[config.mk]
export PLATFORM = sky130hd
export DESIGN_NAME = param_divider
export DESIGN_NICKNAME = d
export VERILOG_FILES = /design/src/rtl/div_pkg.sv /design/src/rtl/div_step.sv /design/src/rtl/param_divider.sv
export SDC_FILE = /design/constraint.sdc
export NUM_CORES = 1
export LEC_CHECK = 0
export CORE_ASPECT_RATIO = 1.25
export CORE_MARGIN = 10
export CORE_UTILIZATION = 38
export DETAILED_ROUTE_END_ITERATION = 10
export GPL_ROUTABILITY_DRIVEN = 0
export PLACE_DENSITY_LB_ADDON = 0.2
export SYNTH_ARGS = -nofsm -noshare
export SYNTH_HDL_FRONTEND = slang
export SYNTH_HIERARCHICAL = 1
export SYNTH_SLANG_ARGS = --single-unit
[constraint.sdc]
create_clock -name clk -period 10.9 [get_ports clk]
set_input_delay 1.09 -clock clk [delete_from_list [all_inputs] [get_ports clk]]
set_output_delay 1.09 -clock clk [all_outputs]
set_load 0.1 [all_outputs]
[src/rtl/div_pkg.sv]
// Shared definitions for the param_divider DIV/REM unit: FSM state encoding,
// default operand width and the counter-width helper.
package div_pkg;

    localparam int DIV_WIDTH_DEFAULT = 32;

    typedef enum logic [1:0] {
        IDLE = 2'd0,
        CALC = 2'd1,
        FIX  = 2'd2,
        DONE = 2'd3
    } div_state_e;

    // Ceiling log2, never less than 1 so a counter always has at least one bit.
    function automatic int clog2(input int value);
        int result;
        result = 32'sd1;
        for (int i = 32'sd1; i < 32'sd31; i++) begin
            if ((32'sd1 << i) < value) begin
                result = i + 32'sd1;
            end
        end
        return result;
    endfunction

endpackage

[src/rtl/div_step.sv]
// One restoring radix-2 division iteration. Purely combinational so the
// same cell can be exercised stand-alone.
module div_step
    import div_pkg::*;
#(
    parameter int WIDTH = DIV_WIDTH_DEFAULT
) (
    input  logic [WIDTH-1:0] rem,
    input  logic [WIDTH-1:0] quo,
    input  logic [WIDTH-1:0] divisor,
    output logic [WIDTH-1:0] rem_next,
    output logic [WIDTH-1:0] quo_next
);

    // The shifted partial remainder can reach WIDTH+1 bits, so the trial
    // subtraction is done one bit wider and its top bit is the borrow.
    logic [WIDTH:0] shifted_s;
    logic [WIDTH:0] trial_s;

    assign shifted_s = {rem, quo[WIDTH-1]};
    assign trial_s   = shifted_s - {1'b0, divisor};

    // Keep the trial difference only when it did not go negative.
    always_comb begin
        rem_next = shifted_s[WIDTH-1:0];
        quo_next = {quo[WIDTH-2:0], 1'b0};
        if (trial_s[WIDTH] == 1'b0) begin
            rem_next = trial_s[WIDTH-1:0];
            quo_next = {quo[WIDTH-2:0], 1'b1};
        end else begin
            rem_next = shifted_s[WIDTH-1:0];
            quo_next = {quo[WIDTH-2:0], 1'b0};
        end
    end

endmodule

[src/rtl/param_divider.sv]
// Parametrised multi-cycle integer divider with Run/Ready handshake.
// One quotient bit per cycle; a zero divisor short-cuts straight to FIX.
// Optional build macro: DIVIDER_SIGNED_EN enables two's-complement mode
// (Signed_in honoured). Without it every operation is unsigned.
module param_divider
    import div_pkg::*;
#(
    parameter int WIDTH = DIV_WIDTH_DEFAULT
) (
    input  logic             clk,
    input  logic             Reset,
    input  logic             Run,
    input  logic             Signed_in,
    input  logic [WIDTH-1:0] Dividend_in,
    input  logic [WIDTH-1:0] Divisor_in,
    output logic [WIDTH-1:0] Quotient_out,
    output logic [WIDTH-1:0] Remainder_out,
    output logic             Ready,
    output logic             DivZero,
    output logic             Busy
);

    localparam int               CNT_W     = clog2(WIDTH);
    localparam logic [CNT_W-1:0] CNT_START = CNT_W'(WIDTH - 1);
    localparam logic [CNT_W-1:0] CNT_ZERO  = {CNT_W{1'b0}};
    localparam logic [WIDTH-1:0] ZERO_W    = {WIDTH{1'b0}};
    localparam logic [WIDTH-1:0] ONES_W    = {WIDTH{1'b1}};

    div_state_e       state_r;
    div_state_e       state_nx_s;

    logic [CNT_W-1:0] cnt_r;
    logic [WIDTH-1:0] rem_r;
    logic [WIDTH-1:0] quo_r;
    logic [WIDTH-1:0] dvs_r;
    logic             zero_r;

    logic [WIDTH-1:0] rem_step_s;
    logic [WIDTH-1:0] quo_step_s;

    logic [WIDTH-1:0] dvd_mag_s;
    logic [WIDTH-1:0] dvs_mag_s;
    logic             div_zero_s;
    logic [WIDTH-1:0] res_q_s;
    logic [WIDTH-1:0] res_r_s;

    logic [WIDTH-1:0] quotient_r;
    logic [WIDTH-1:0] remainder_r;
    logic             ready_r;
    logic             divzero_r;
    logic             busy_r;

    assign Quotient_out  = quotient_r;
    assign Remainder_out = remainder_r;
    assign Ready         = ready_r;
    assign DivZero       = divzero_r;
    assign Busy          = busy_r;

    assign div_zero_s = (Divisor_in == ZERO_W);

`ifdef DIVIDER_SIGNED_EN
    logic dvd_neg_s;
    logic dvs_neg_s;
    logic qneg_r;
    logic rneg_r;

    function automatic logic [WIDTH-1:0] neg_w(input logic [WIDTH-1:0] v);
        return (~v) + WIDTH'(1);
    endfunction

    assign dvd_neg_s = Signed_in & Dividend_in[WIDTH-1];
    assign dvs_neg_s = Signed_in & Divisor_in[WIDTH-1];

    // Convert signed operands to magnitudes; MIN stays MIN, which the
    // unsigned core then handles as 2^(WIDTH-1).
    always_comb begin
        dvd_mag_s = Dividend_in;
        dvs_mag_s = Divisor_in;
        if (dvd_neg_s) begin
            dvd_mag_s = neg_w(Dividend_in);
        end else begin
            dvd_mag_s = Dividend_in;
        end
        if (dvs_neg_s) begin
            dvs_mag_s = neg_w(Divisor_in);
        end else begin
            dvs_mag_s = Divisor_in;
        end
    end

    // Restore signs on the way out; MIN / -1 truncates to MIN naturally.
    always_comb begin
        res_q_s = quo_r;
        res_r_s = rem_r;
        if (zero_r) begin
            res_q_s = ONES_W;
            res_r_s = rem_r;
        end else begin
            res_q_s = qneg_r ? neg_w(quo_r) : quo_r;
            res_r_s = rneg_r ? neg_w(rem_r) : rem_r;
        end
    end

    // Sign flags captured together with the operands.
    always_ff @(posedge clk or posedge Reset) begin
        if (Reset) begin
            qneg_r <= 1'b0;
            rneg_r <= 1'b0;
        end else if (state_r == IDLE && Run) begin
            qneg_r <= dvd_neg_s ^ dvs_neg_s;
            rneg_r <= dvd_neg_s;
        end
    end
`else
    logic unused_sign_s;

    assign unused_sign_s = Signed_in;
    assign dvd_mag_s     = Dividend_in;
    assign dvs_mag_s     = Divisor_in;

    // Unsigned-only result selection; zero divisor forces all ones.
    always_comb begin
        res_q_s = quo_r;
        res_r_s = rem_r;
        if (zero_r) begin
            res_q_s = ONES_W;
            res_r_s = rem_r;
        end else begin
            res_q_s = quo_r;
            res_r_s = rem_r;
        end
    end
`endif

    div_step #(
        .WIDTH (WIDTH)
    ) u_step (
        .rem      (rem_r),
        .quo      (quo_r),
        .divisor  (dvs_r),
        .rem_next (rem_step_s),
        .quo_next (quo_step_s)
    );

    // FSM state register.
    always_ff @(posedge clk or posedge Reset) begin
        if (Reset) begin
            state_r <= IDLE;
        end else begin
            state_r <= state_nx_s;
        end
    end

    // Next-state decode.
    always_comb begin
        state_nx_s = state_r;
        case (state_r)
            IDLE: begin
                if (Run) begin
                    state_nx_s = div_zero_s ? FIX : CALC;
                end else begin
                    state_nx_s = IDLE;
                end
            end
            CALC: begin
                if (cnt_r == CNT_ZERO) begin
                    state_nx_s = FIX;
                end else begin
                    state_nx_s = CALC;
                end
            end
            FIX: begin
                state_nx_s = DONE;
            end
            DONE: begin
                if (Run) begin
                    state_nx_s = DONE;
                end else begin
                    state_nx_s = IDLE;
                end
            end
            default: begin
                state_nx_s = IDLE;
            end
        endcase
    end

    // Operand capture and iteration datapath. On a zero divisor the raw
    // dividend is parked in rem_r so FIX can return it unnegated.
    always_ff @(posedge clk or posedge Reset) begin
        if (Reset) begin
            cnt_r  <= CNT_ZERO;
            rem_r  <= ZERO_W;
            quo_r  <= ZERO_W;
            dvs_r  <= ZERO_W;
            zero_r <= 1'b0;
        end else begin
            case (state_r)
                IDLE: begin
                    if (Run) begin
                        cnt_r  <= CNT_START;
                        rem_r  <= div_zero_s ? Dividend_in : ZERO_W;
                        quo_r  <= dvd_mag_s;
                        dvs_r  <= dvs_mag_s;
                        zero_r <= div_zero_s;
                    end
                end
                CALC: begin
                    rem_r <= rem_step_s;
                    quo_r <= quo_step_s;
                    cnt_r <= cnt_r - CNT_W'(1);
                end
                default: begin
                end
            endcase
        end
    end

    // Registered outputs and handshake flags.
    always_ff @(posedge clk or posedge Reset) begin
        if (Reset) begin
            quotient_r  <= ZERO_W;
            remainder_r <= ZERO_W;
            ready_r     <= 1'b0;
            divzero_r   <= 1'b0;
            busy_r      <= 1'b0;
        end else begin
            case (state_r)
                IDLE: begin
                    busy_r <= Run;
                end
                FIX: begin
                    quotient_r  <= res_q_s;
                    remainder_r <= res_r_s;
                    divzero_r   <= zero_r;
                    ready_r     <= 1'b1;
                    busy_r      <= 1'b0;
                end
                DONE: begin
                    if (!Run) begin
                        ready_r   <= 1'b0;
                        divzero_r <= 1'b0;
                    end
                end
                default: begin
                end
            endcase
        end
    end

endmodule

# Word-level counts from Yosys, hierarchy flattened
# Cells that the tools add are included.
dict set report word_totals {
  out_inout_bits 67
  reg_bits 171
  in_bits 68
  elab_cells 46
}
dict set report op_classes {
  add_sub_neg 2
  n_eq_ne 5
  mux 19
  reduce_logical 9
}
# op n
set ops {}
lappend ops {{2-to-1 mux 32 bit} 5}
lappend ops {{one-hot mux 32 bit (2 select lines)} 2}
lappend ops {{subtractor 33 x 32 -> 33 bit} 1}
lappend ops {{logical NOT 32 bit} 1}
lappend ops {{one-hot mux 5 bit (2 select lines)} 1}
lappend ops {{2-to-1 mux 2 bit} 4}
lappend ops {{one-hot mux 2 bit (4 select lines)} 1}
lappend ops {{one-hot mux 1 bit (2 select lines)} 3}
lappend ops {{AND reduction 2 bit} 3}
lappend ops {{nonzero test 2 bit} 3}
lappend ops {{logical NOT 5 bit} 1}
lappend ops {{2-to-1 mux 5 bit} 1}
lappend ops {{subtractor 5 x 1 -> 5 bit, second input constant} 1}
lappend ops {{equality test 2 bit, second input constant} 2}
lappend ops {{inequality test 2 bit, second input constant} 2}
lappend ops {{equality test 2 x 1 -> 1 bit, second input constant} 1}
lappend ops {{logical NOT 2 bit} 1}
lappend ops {{2-to-1 mux 1 bit} 2}

# Longest topological paths before layout
# Gate-level depths: netlist of run 1.
dict set report depth {
  depth_word 4
  ltp_mapped 17
  ltp_nobuf 15
}

# By module
# Netlist of run 1, hierarchy kept.
# mod area_per_inst_um2 instances cells_per_inst seq_area_each_um2
set modules_own_cells {}
lappend modules_own_cells {param_divider 6956.7 1 784 4279.1}
lappend modules_own_cells {div_step 2591.2 1 336 0.0}

# Worst setup path before layout of run 1
# OpenSTA, ideal clock, no wires.
dict set report synth_timing {
  kind {reg-to-reg}
  startpoint {reg quo_r[31]}
  endpoint {reg rem_r[10]}
  slack_ns 7.479
  t_required_ns 10.774
  path_stages_with_launch 18
  path_buffers 2
  arrival_time_ns 3.295
  setup_time_ns 0.126
  synth_period_minus_slack_ns 3.421
  path_cell_list {dfrtp_1 -> inv_1 -> ha_1 -> fa_1 -> and2b_1 -> o2111ai_2 -> a21oi_2 -> o2111ai_1 -> a211oi_2 -> nor2_4 -> mux2i_4 -> and2_4 -> buf_12 -> inv_8 -> buf_12 -> mux2_4 -> nor2_1 -> o22ai_1}
}
dict set report synth_via {
  elab_chain_len 3
}
# element line_no
set synth_lines {}
lappend synth_lines {{start: declaration} param_divider.sv:34} ;# logic [WIDTH-1:0] quo_r;
lappend synth_lines {{start signal: assignment} param_divider.sv:203} ;# quo_r <= dvd_mag_s;
lappend synth_lines {{start signal: assignment} param_divider.sv:210} ;# quo_r <= quo_step_s;
lappend synth_lines {{subtractor 33 x 32 -> 33 bit} div_step.sv:21} ;# assign trial_s = shifted_s - {1'b0, divisor};
lappend synth_lines {{2-to-1 mux 32 bit} div_step.sv:27} ;# if (trial_s[WIDTH] == 1'b0) begin
lappend synth_lines {{via rem_step_s[10]} param_divider.sv:38} ;# logic [WIDTH-1:0] rem_step_s;
lappend synth_lines {{one-hot mux 32 bit (2 select lines)} param_divider.sv:198} ;# case (state_r)
lappend synth_lines {{end signal: assignment} param_divider.sv:202} ;# rem_r <= div_zero_s ? Dividend_in : ZERO_W;
lappend synth_lines {{end signal: assignment} param_divider.sv:209} ;# rem_r <= rem_step_s;
lappend synth_lines {{end: declaration} param_divider.sv:33} ;# logic [WIDTH-1:0] rem_r;
# The timed path passes the listed nets, and every way through them passes these cells.
# A chain may end at the register's enable or synchronous reset.

# Final worst setup path of run 1
dict set report layout_timing {
  startpoint {reg quo_r[31]}
  endpoint {reg rem_r[22]}
}
# The elaborated chain is that of the path after synthesis.

==> flow_summary.json, run 1 <==
{
  "final_max_slew_viol_count": 0,
  "cts_tree": "yes",
  "cts_resized": 0,
  "synthDominantCellAreaShare": 0.448,
  "placementRows": 64,
  "max_stage_delay_ps": 460,
  "syn_avg_cell_area_um2": 8.52,
  "arrival_ps": 4390,
  "synthTopCellsByArea": "dfrtp_1 45%, nand2_1 14%, ha_1 4.3%",
  "dp_hpwl_um": 18500,
  "syn2layout_area_growth_pct": 19.2,
  "rsz0062_at_grt": "no",
  "yosysWarnings": 6,
  "crit_family": "compound AO/OA/AOI/OAI gates",
  "antenna_found_initial": 0,
  "synthCells": 1120,
  "detail_route.first_pass.iterations": 5,
  "cp.depth": 15,
  "netlist_area_mm2": 0.00955,
  "grt_pass1_vias": 7820,
  "synth_cell_types": 72,
  "overflow": 0,
  "coreArea_mm2": 0.0246,
  "drcViolationCount": 0,
  "async_flop_share": 1.00,
  "crit_slowest_cell": "dfrtp_1",
  "finalHoldViolCount": 0,
  "r2r_cells": 15,
  "n_antenna_cell": 0,
  "fin_crit_sh": 0.375,
  "drt_iter0_drc": 440,
  "fill_cells": 2477,
  "cts_root_buf": "clkbuf_16",
  "clk_pin_slew_ps": 70,
  "boundaryPins": 135,
  "die-area_mm2": 0.0319,
  "fmax_mhz": 245,
  "seq_area_frac_synth": 0.448,
  "clk_latency_ps": 440,
  "path_cells": "inv_1 -> ha_1 -> fa_1 -> and2b_1 -> o2111ai_2 -> a21oi_2 -> o2111ai_1 -> a211oi_2 -> nor2_4 -> mux2i_4 -> and2_4 -> inv_8 -> mux2_4 -> nor2_1 -> o22ai_1",
  "wl_per_cell_um": 16.7,
  "synth_top_cell_by_area": "dfrtp_1",
  "path_class": "reg -> reg",
  "grt_max_degree": 80,
  "die_w_um": 162,
  "cp-end-kind": "register",
  "tns_ps": 0,
  "clk_path_buf_depth": 2,
  "hold_class": "reg -> reg",
  "drt.antenna.violating_nets": 0,
  "run_status": "complete, no violations",
  "startpoint_type": "register",
  "ctsHoldBuffers": 0,
  "drv_cap": 0,
  "synth_nets": 1222,
  "worstMarginPinSlew_ps": 1090,
  "ys_ff_latch": 171,
  "fp.dieH_um": 197,
  "grt_pass1_wl_um": 41900,
  "cp.required_ps": 11210,
  "layout-drive-gt1-share": 0.0748,
  "synth_edf_count": 0,
  "htree_levels": 4,
  "critPathBufInv": 2,
  "vias_per_cell": 5.04,
  "io_buffer_count": 133,
  "worstPathMaxFanout": 24,
  "finalClockSkew_ps": 10.2,
  "slew-limit-headroom": 0.270,
  "fin_crit_ps": 4090,
  "grt_use_total": 0.163,
  "cts_made_buffers": 17,
  "drt_wl_total_um": 25700,
  "num_vias": 7737,
  "numClockSinks": 171,
  "setup_violations": 0,
  "initial_utilization": 0.388,
  "synthFlopType": "dfrtp_1",
  "final_nets": 1293,
  "post_cts_buffers": 0,
  "min_path_cells": 1
}
metrics by stage:
stage	hold WS [ps]	util	setup WS (ps)	instances	area, um^2
2_1_floorplan	441	-	5180	1120	9550
6_report	473	0.463	6810	1534	11400
3_3_place_gp	459	0.439	6890	1502	10800
3_5_place_dp	462	0.439	6880	1502	10800
4_1_cts	473	0.463	6820	1534	11400
5_1_grt	497	0.463	6560	1534	11400
worst reg2reg max path, delay by kind of cell, from the launching register on:
family	cells	cell delay, ps
DFF	1	460
adders and majority gates	2	620
AOI/OAI and AO/OA	5	1100
and+or+nand+nor	4	830
muxes	2	730
buffers and inverters	2	210
layout make-up:
cell class                 instances  area [um^2]  area share
clock buffer                      21          480      0.0422
clock inverter                    11          110     0.00967
inverter                          41          166      0.0146
multi-input combinational        817         4530       0.398
sequential                       171         4280       0.376
tap                              330          413      0.0363
timing repair buffer             143         1410       0.124
cell usage in the layout (no fill, tap or decap), types with 3 or more instances in the layout:
cell	n
nand4_1	7
a21oi_1	58
nand3_1	48
nor3_1	9
clkinv_4	3
dfrtp_1	171
a21o_1	17
inv_6	4
nor2_1	75
nand2_1	343
mux2_2	4
o2111ai_1	4
ha_1	33
o31ai_1	4
xnor2_1	13
clkdlybuf4s50_1	133
o21ai_0	54
a31oi_1	7
mux2_4	19
clkinvlp_4	3
buf_4	10
clkbuf_8	4
and3_1	5
o22ai_1	32
clkbuf_16	17
nor4_1	9
inv_1	39
o21bai_1	4
o21a_1	7
a211oi_1	3
xor2_1	13
routing by layer:
metal  up-vias  global-route usage  wire length [um]
met4         0              0.0557               424
met3        25              0.0379              1350
met5         -                   0                 0
li1       3880                   -                 -
met2       173               0.263             12000
met1      3659               0.210             11900
synth_stat cells (3+ instances only):
cell       number
and3_1          5
nor2_1         76
xnor2_1        13
o21a_1          7
a211oi_1        3
buf_4          34
mux2_4         19
nand4_1         7
a21o_1         17
ha_1           33
o21ai_0        54
o22ai_1        32
xor2_1         13
nor3_1          9
mux2_2          4
buf_6           6
nor2b_1         3
nor4_1          9
clkbuf_1       23
buf_2          20
inv_1          40
a31oi_1         7
buf_12          3
o31ai_1         4
a21oi_1        58
o2111ai_1       4
o21bai_1        4
nand3_1        49
nand2_1       344
dfrtp_1       171
buf_1           3
cells by family after synthesis:
family	after synthesis	synth area share
compound gates	208	0.134
fa+ha+maj	34	0.0453
flops	171	0.448
buf+inv	132	0.0799
xor+xnor	26	0.0239
simple gates	523	0.229
mux	26	0.0391
path summary, 6_finish.rpt:
path / start / endpoint / slack, ps
worst max-delay path: quo_r[31] / rem_r[22] / 6810
worst min-delay path: cnt_r[3] / cnt_r[3] / 470
worst max register to register: quo_r[31] / rem_r[22] / 6810
worst min register to register: cnt_r[3] / cnt_r[3] / 470
max in group asynchronous: Reset / DivZero / 8660
min in group asynchronous: Reset / Quotient_out[5] / 1100
state kept, by name (all words and copies together), names as in the netlist:
register	flops
zero_r	1
Remainder_out	32
dvs_r	32
state_r	2
quo_r	32
DivZero	1
Quotient_out	32
rem_r	32
cnt_r	5
Ready	1
Busy	1
Power of run 1 is left out: the tool's default activity adds up to more than one toggle a clock period on the data nets, which glitch-free logic cannot reach.
==> inputs of run 2 (changes only) <==
==> constraint.sdc (replaced) <==
create_clock -name clk -period 3.7 [get_ports clk]
set_input_delay 0.37 -clock clk [delete_from_list [all_inputs] [get_ports clk]]
set_output_delay 0.37 -clock clk [all_outputs]
set_load 0.1 [all_outputs]
==> run 2 against run 1 <==
  * Cell area is 0.71% higher
  * Critical path depth stayed put
  * Flip-flop and latch count stayed put
  * Largest cell class unchanged
  * Highest routed layer unchanged
==> flow_summary.json, run 2 (synthesis gave the netlist of run 1 again) <==
{
  "regArea_mm2": 0.00428,
  "fin_crit_ps": 3510,
  "initial_utilization": 0.388,
  "vias_per_cell": 5.06,
  "regToRegSetupSlack_ps": 190,
  "worstPathMaxFanout": 24,
  "n_antenna_cell": 0,
  "grt_use_total": 0.164,
  "run_status": "complete, no violations",
  "multi_input_area_mm2": 0.00453,
  "whs_ps": 390,
  "drt_wl_total_um": 25900,
  "tns_ps": 0,
  "overflow": 0,
  "cts_tree": "yes",
  "detail_route.first_pass.iterations": 5,
  "coreArea_mm2": 0.0246,
  "grt_pass1_vias": 7823,
  "io_buffer_count": 133,
  "placementRows": 64,
  "clk_pin_slew_ps": 70,
  "dp_hpwl_um": 18900,
  "final_nets": 1300,
  "cts_root_buf": "clkbuf_16",
  "clk_latency_ps": 440,
  "syn2layout_area_growth_pct": 20.1,
  "final_cell_mix": "343 x nand2_1, 171 x dfrtp_1, 133 x clkdlybuf4s50_1",
  "fill_cells": 2446,
  "drt.antenna.violating_nets": 0,
  "die-area_mm2": 0.0319,
  "boundaryPins": 135,
  "layout_commonest_cell": "nand2_1",
  "cp-end-kind": "register",
  "fp.dieH_um": 197,
  "worstMarginPinSlew_ps": 1120,
  "numClockSinks": 171,
  "drv_cap": 0,
  "finalHoldViolCount": 0,
  "final_util": 0.466,
  "die_w_um": 162,
  "cp.required_ps": 4010,
  "fmax_mhz": 285,
  "cts_made_buffers": 17,
  "grt_max_degree": 55,
  "path_class": "reg -> reg",
  "final_max_slew_viol_count": 0,
  "wl_per_cell_um": 16.8,
  "htree_levels": 4,
  "num_vias": 7796,
  "layout-drive-gt1-share": 0.0793,
  "clk_path_buf_depth": 2,
  "ctsHoldBuffers": 0,
  "antenna_found_initial": 0,
  "startpoint_type": "register",
  "grt_pass1_wl_um": 42300,
  "hold_class": "in -> async",
  "post_cts_buffers": 0,
  "fin_crit_sh": 0.950,
  "slew-limit-headroom": 0.256,
  "drt_iter0_drc": 450,
  "arrival_ps": 3820,
  "finalClockSkew_ps": 9.02,
  "rsz0062_at_grt": "no",
  "setup_violations": 0,
  "drcViolationCount": 0
}
-- run 2: cell types whose count changed in the layout (fill, tap and decap cells not counted), sizes merged --
cell	change
clkinvlp	+3
buf	+7
clkbuf	-3
-- run 2: cell type report --
cell class                      count  share of cell area
Clock buffer                       18              0.0374
Clock inverter                     14              0.0119
Inverter                           41              0.0148
Multi-Input combinational cell    817               0.395
Sequential cell                   171               0.373
Tap cell                          330              0.0360
Timing Repair Buffer              150               0.132
-- run 2: path summary, 6_finish.rpt --
check / depth (start not counted) / end / start
max in group asynchronous: 3 / Remainder_out[21] / Reset
max: 15 / rem_r[3] / quo_r[31]
min in group clk: 2 / Remainder_out[8] / Remainder_out[8]
min reg2reg: 2 / Remainder_out[8] / Remainder_out[8]
max reg2reg: 15 / rem_r[3] / quo_r[31]
min: 2 / Quotient_out[2] / Reset
-- run 2: timing repair --
action | 4_1_cts | 5_1_grt
setup endpoints to repair | 0 | 19
hold endpoints to repair | 0 | 0
gates resized for setup | 0 | 1
-- run 2: stage by stage --
stage	instance area, um^2	setup slack, ps	std cells
finish	11500	187	1541
CTS	11500	86.6	1541
global route	11500	13.4	1541
global placement	10900	157	1509
detailed placement	10900	124	1509
floorplan	9550	279	1120
-- run 2: metal layers --
| layer | GRT usage | up-vias | routed length [um] |
|---|---|---|---|
| li1 | - | 3898 | - |
| met1 | 0.217 | 3693 | 12100 |
| met2 | 0.258 | 176 | 12000 |
| met3 | 0.0398 | 29 | 1420 |
| met4 | 0.0523 | 0 | 452 |
| met5 | 0 | - | 0 |
-- run 2: worst max-delay path, stage by stage, from the launching register on --
cell       delay [ps]
dfrtp_1           350
inv_1              50
ha_1              220
fa_1              410
and2b_1           260
o2111ai_2         130
a21oi_2           210
o2111ai_1         220
a211oi_2          300
nor2_4            100
mux2i_4           200
and2_4            190
clkinv_8          160
mux2_2            360
nor2_1            100
o22ai_1           110
Power of run 2 is left out for the same reason.
==> inputs of run 3 (changes only) <==
--- a/config.mk
+++ b/config.mk
@@ -11,6 +11,7 @@
 export DETAILED_ROUTE_END_ITERATION = 10
 export GPL_ROUTABILITY_DRIVEN = 0
 export PLACE_DENSITY_LB_ADDON = 0.2
+export SETUP_SLACK_MARGIN = 0.1
 export SYNTH_ARGS = -nofsm -noshare
 export SYNTH_HDL_FRONTEND = slang
 export SYNTH_HIERARCHICAL = 1
==> constraint.sdc (replaced) <==
create_clock -name clk -period 4.38 [get_ports clk]
set_input_delay 0.438 -clock clk [delete_from_list [all_inputs] [get_ports clk]]
set_output_delay 0.438 -clock clk [all_outputs]
set_load 0.1 [all_outputs]
==> run 3 against run 2 <==
  * Via count shrank 0.97%
  * Routed wire length shrank 0.92%
  * Critical path depth did not move
  * Cell area is 0.69% lower
  * Hold slack better by 83 ps
  * Maximum frequency decreased by 8.3%
  * Flip-flop and latch count unchanged
  * Die area is the same
  * Utilization shrank 0.32 points
  * First-iteration DRC count decreased by 8.9%
  * Count of clock-buffer cells in the layout stayed put
==> flow_summary.json, run 3 (synthesis gave the netlist of run 1 again) <==
{
  "hold_class": "reg -> reg",
  "initial_utilization": 0.388,
  "final_nets": 1291,
  "worstPathMaxFanout": 24,
  "grt_max_degree": 120,
  "overflow": 0,
  "placementRows": 64,
  "final_cell_mix": "343 x nand2_1, 171 x dfrtp_1, 133 x clkdlybuf4s50_1",
  "cp.required_ps": 4670,
  "layout_commonest_cell": "nand2_1",
  "num_vias": 7720,
  "fp.dieH_um": 197,
  "cts_root_buf": "clkbuf_16",
  "clk_path_buf_depth": 2,
  "n_antenna_cell": 0,
  "io_buffer_count": 133,
  "startpoint_type": "register",
  "whs_ps": 473,
  "path_cells": "inv_1 -> ha_1 -> fa_1 -> and2b_1 -> o2111ai_2 -> a21oi_2 -> o2111ai_1 -> a211oi_2 -> nor2_4 -> mux2i_4 -> and2_4 -> inv_8 -> mux2_2 -> nor2_1 -> o22ai_1",
  "met3_usage": 0.0440,
  "detail_route.first_pass.iterations": 7,
  "drv_cap": 0,
  "drcViolationCount": 0,
  "run_status": "complete, no violations",
  "grtUsageMet1": 0.211,
  "syn2layout_area_growth_pct": 19.3,
  "fin_ws_ps": 551,
  "grt_use_total": 0.162,
  "wl_per_cell_um": 16.8,
  "clk_latency_ps": 450,
  "cts_made_buffers": 17,
  "cts_resized": 0,
  "layout-drive-gt1-share": 0.0732,
  "post_cts_buffers": 0,
  "die_w_um": 162,
  "boundaryPins": 135,
  "max_stage_delay_ps": 450,
  "cp-end-kind": "register",
  "ctsHoldBuffers": 0,
  "fin_crit_sh": 0.874,
  "busiest_layer": "met2",
  "fin_crit_ps": 3830,
  "drt_wl_total_um": 25700,
  "pre_cts_slack_ps": 566,
  "drt.antenna.violating_nets": 0,
  "die-area_mm2": 0.0319,
  "arrival_ps": 4120,
  "drt_iter0_drc": 410,
  "final_max_slew_viol_count": 0,
  "finalClockSkew_ps": 10.7,
  "met2_usage": 0.259,
  "htree_levels": 4,
  "antenna_found_initial": 0,
  "setup_violations": 0,
  "clk_pin_slew_ps": 70,
  "rsz0062_at_grt": "no",
  "fmax_mhz": 261,
  "worstMarginPinSlew_ps": 1200,
  "grt_pass1_wl_um": 41800,
  "finalHoldViolCount": 0,
  "crit_family": "compound AO/OA/AOI/OAI gates",
  "numClockSinks": 171,
  "slew-limit-headroom": 0.201,
  "crit_slowest_cell": "dfrtp_1",
  "dp_hpwl_um": 18300,
  "vias_per_cell": 5.04,
  "tns_ps": 0,
  "cts_tree": "yes",
  "critPathBufInv": 2,
  "grt_pass1_vias": 7786,
  "coreArea_mm2": 0.0246,
  "path_class": "reg -> reg"
}
[run 3: changes by cell type in the layout (fill, tap and decap cells not counted), sizes merged]
| cell | delta |
|---|---|
| buf | -9 |
| clkinv | +2 |
| inv | +1 |
| clkinvlp | -4 |
| bufinv | +1 |
[run 3: cell type report]
type	instances	area, um^2
Multi-Input combinational cell	817	4540
Clock buffer	18	429
Tap cell	330	413
Clock inverter	14	160
Timing Repair Buffer	141	1400
Fill cell	2449	13200
Inverter	41	165
Sequential cell	171	4280
[run 3: path summary, 6_finish.rpt]
| kind | slack, ps | from | to | cells after the start |
|---|---|---|---|---|
| min | 470 | Remainder_out[8] | Remainder_out[8] | 2 |
| min in group asynchronous | 540 | Reset | quo_r[3] | 3 |
| max reg2reg | 550 | quo_r[31] | rem_r[3] | 15 |
| max | 550 | quo_r[31] | rem_r[3] | 15 |
| max in group asynchronous | 3340 | Reset | dvs_r[27] | 3 |
| min reg2reg | 470 | Remainder_out[8] | Remainder_out[8] | 2 |
[run 3: worst reg2reg max path: stages, from the launching register on]
cell and delay (ps):
dfrtp_1 450, inv_1 70, ha_1 230, fa_1 400, and2b_1 240, o2111ai_2 130, a21oi_2 220, o2111ai_1 250
a211oi_2 350, nor2_4 100, mux2i_4 200, and2_4 210, inv_8 220, mux2_2 380, nor2_1 120, o22ai_1 90
[run 3: routing by layer]
| layer | vias to the layer above | part of all wire | wire, um |
|---|---|---|---|
| met5 | - | 0 | 0 |
| met2 | 162 | 0.47 | 12100 |
| met4 | 0 | 0.0095 | 244 |
| met3 | 18 | 0.062 | 1600 |
| met1 | 3654 | 0.46 | 11800 |
| li1 | 3886 | - | - |
[run 3: stage by stage]
step / instance area (um^2) / cells / utilization
finish: 11400 / 1532 / 0.463
global route: 11400 / 1532 / 0.463
CTS: 11400 / 1532 / 0.463
detailed placement: 10800 / 1500 / 0.439
global placement: 10800 / 1500 / 0.439
floorplan: 9550 / 1120 / -
Power of run 3 is left out for the same reason.
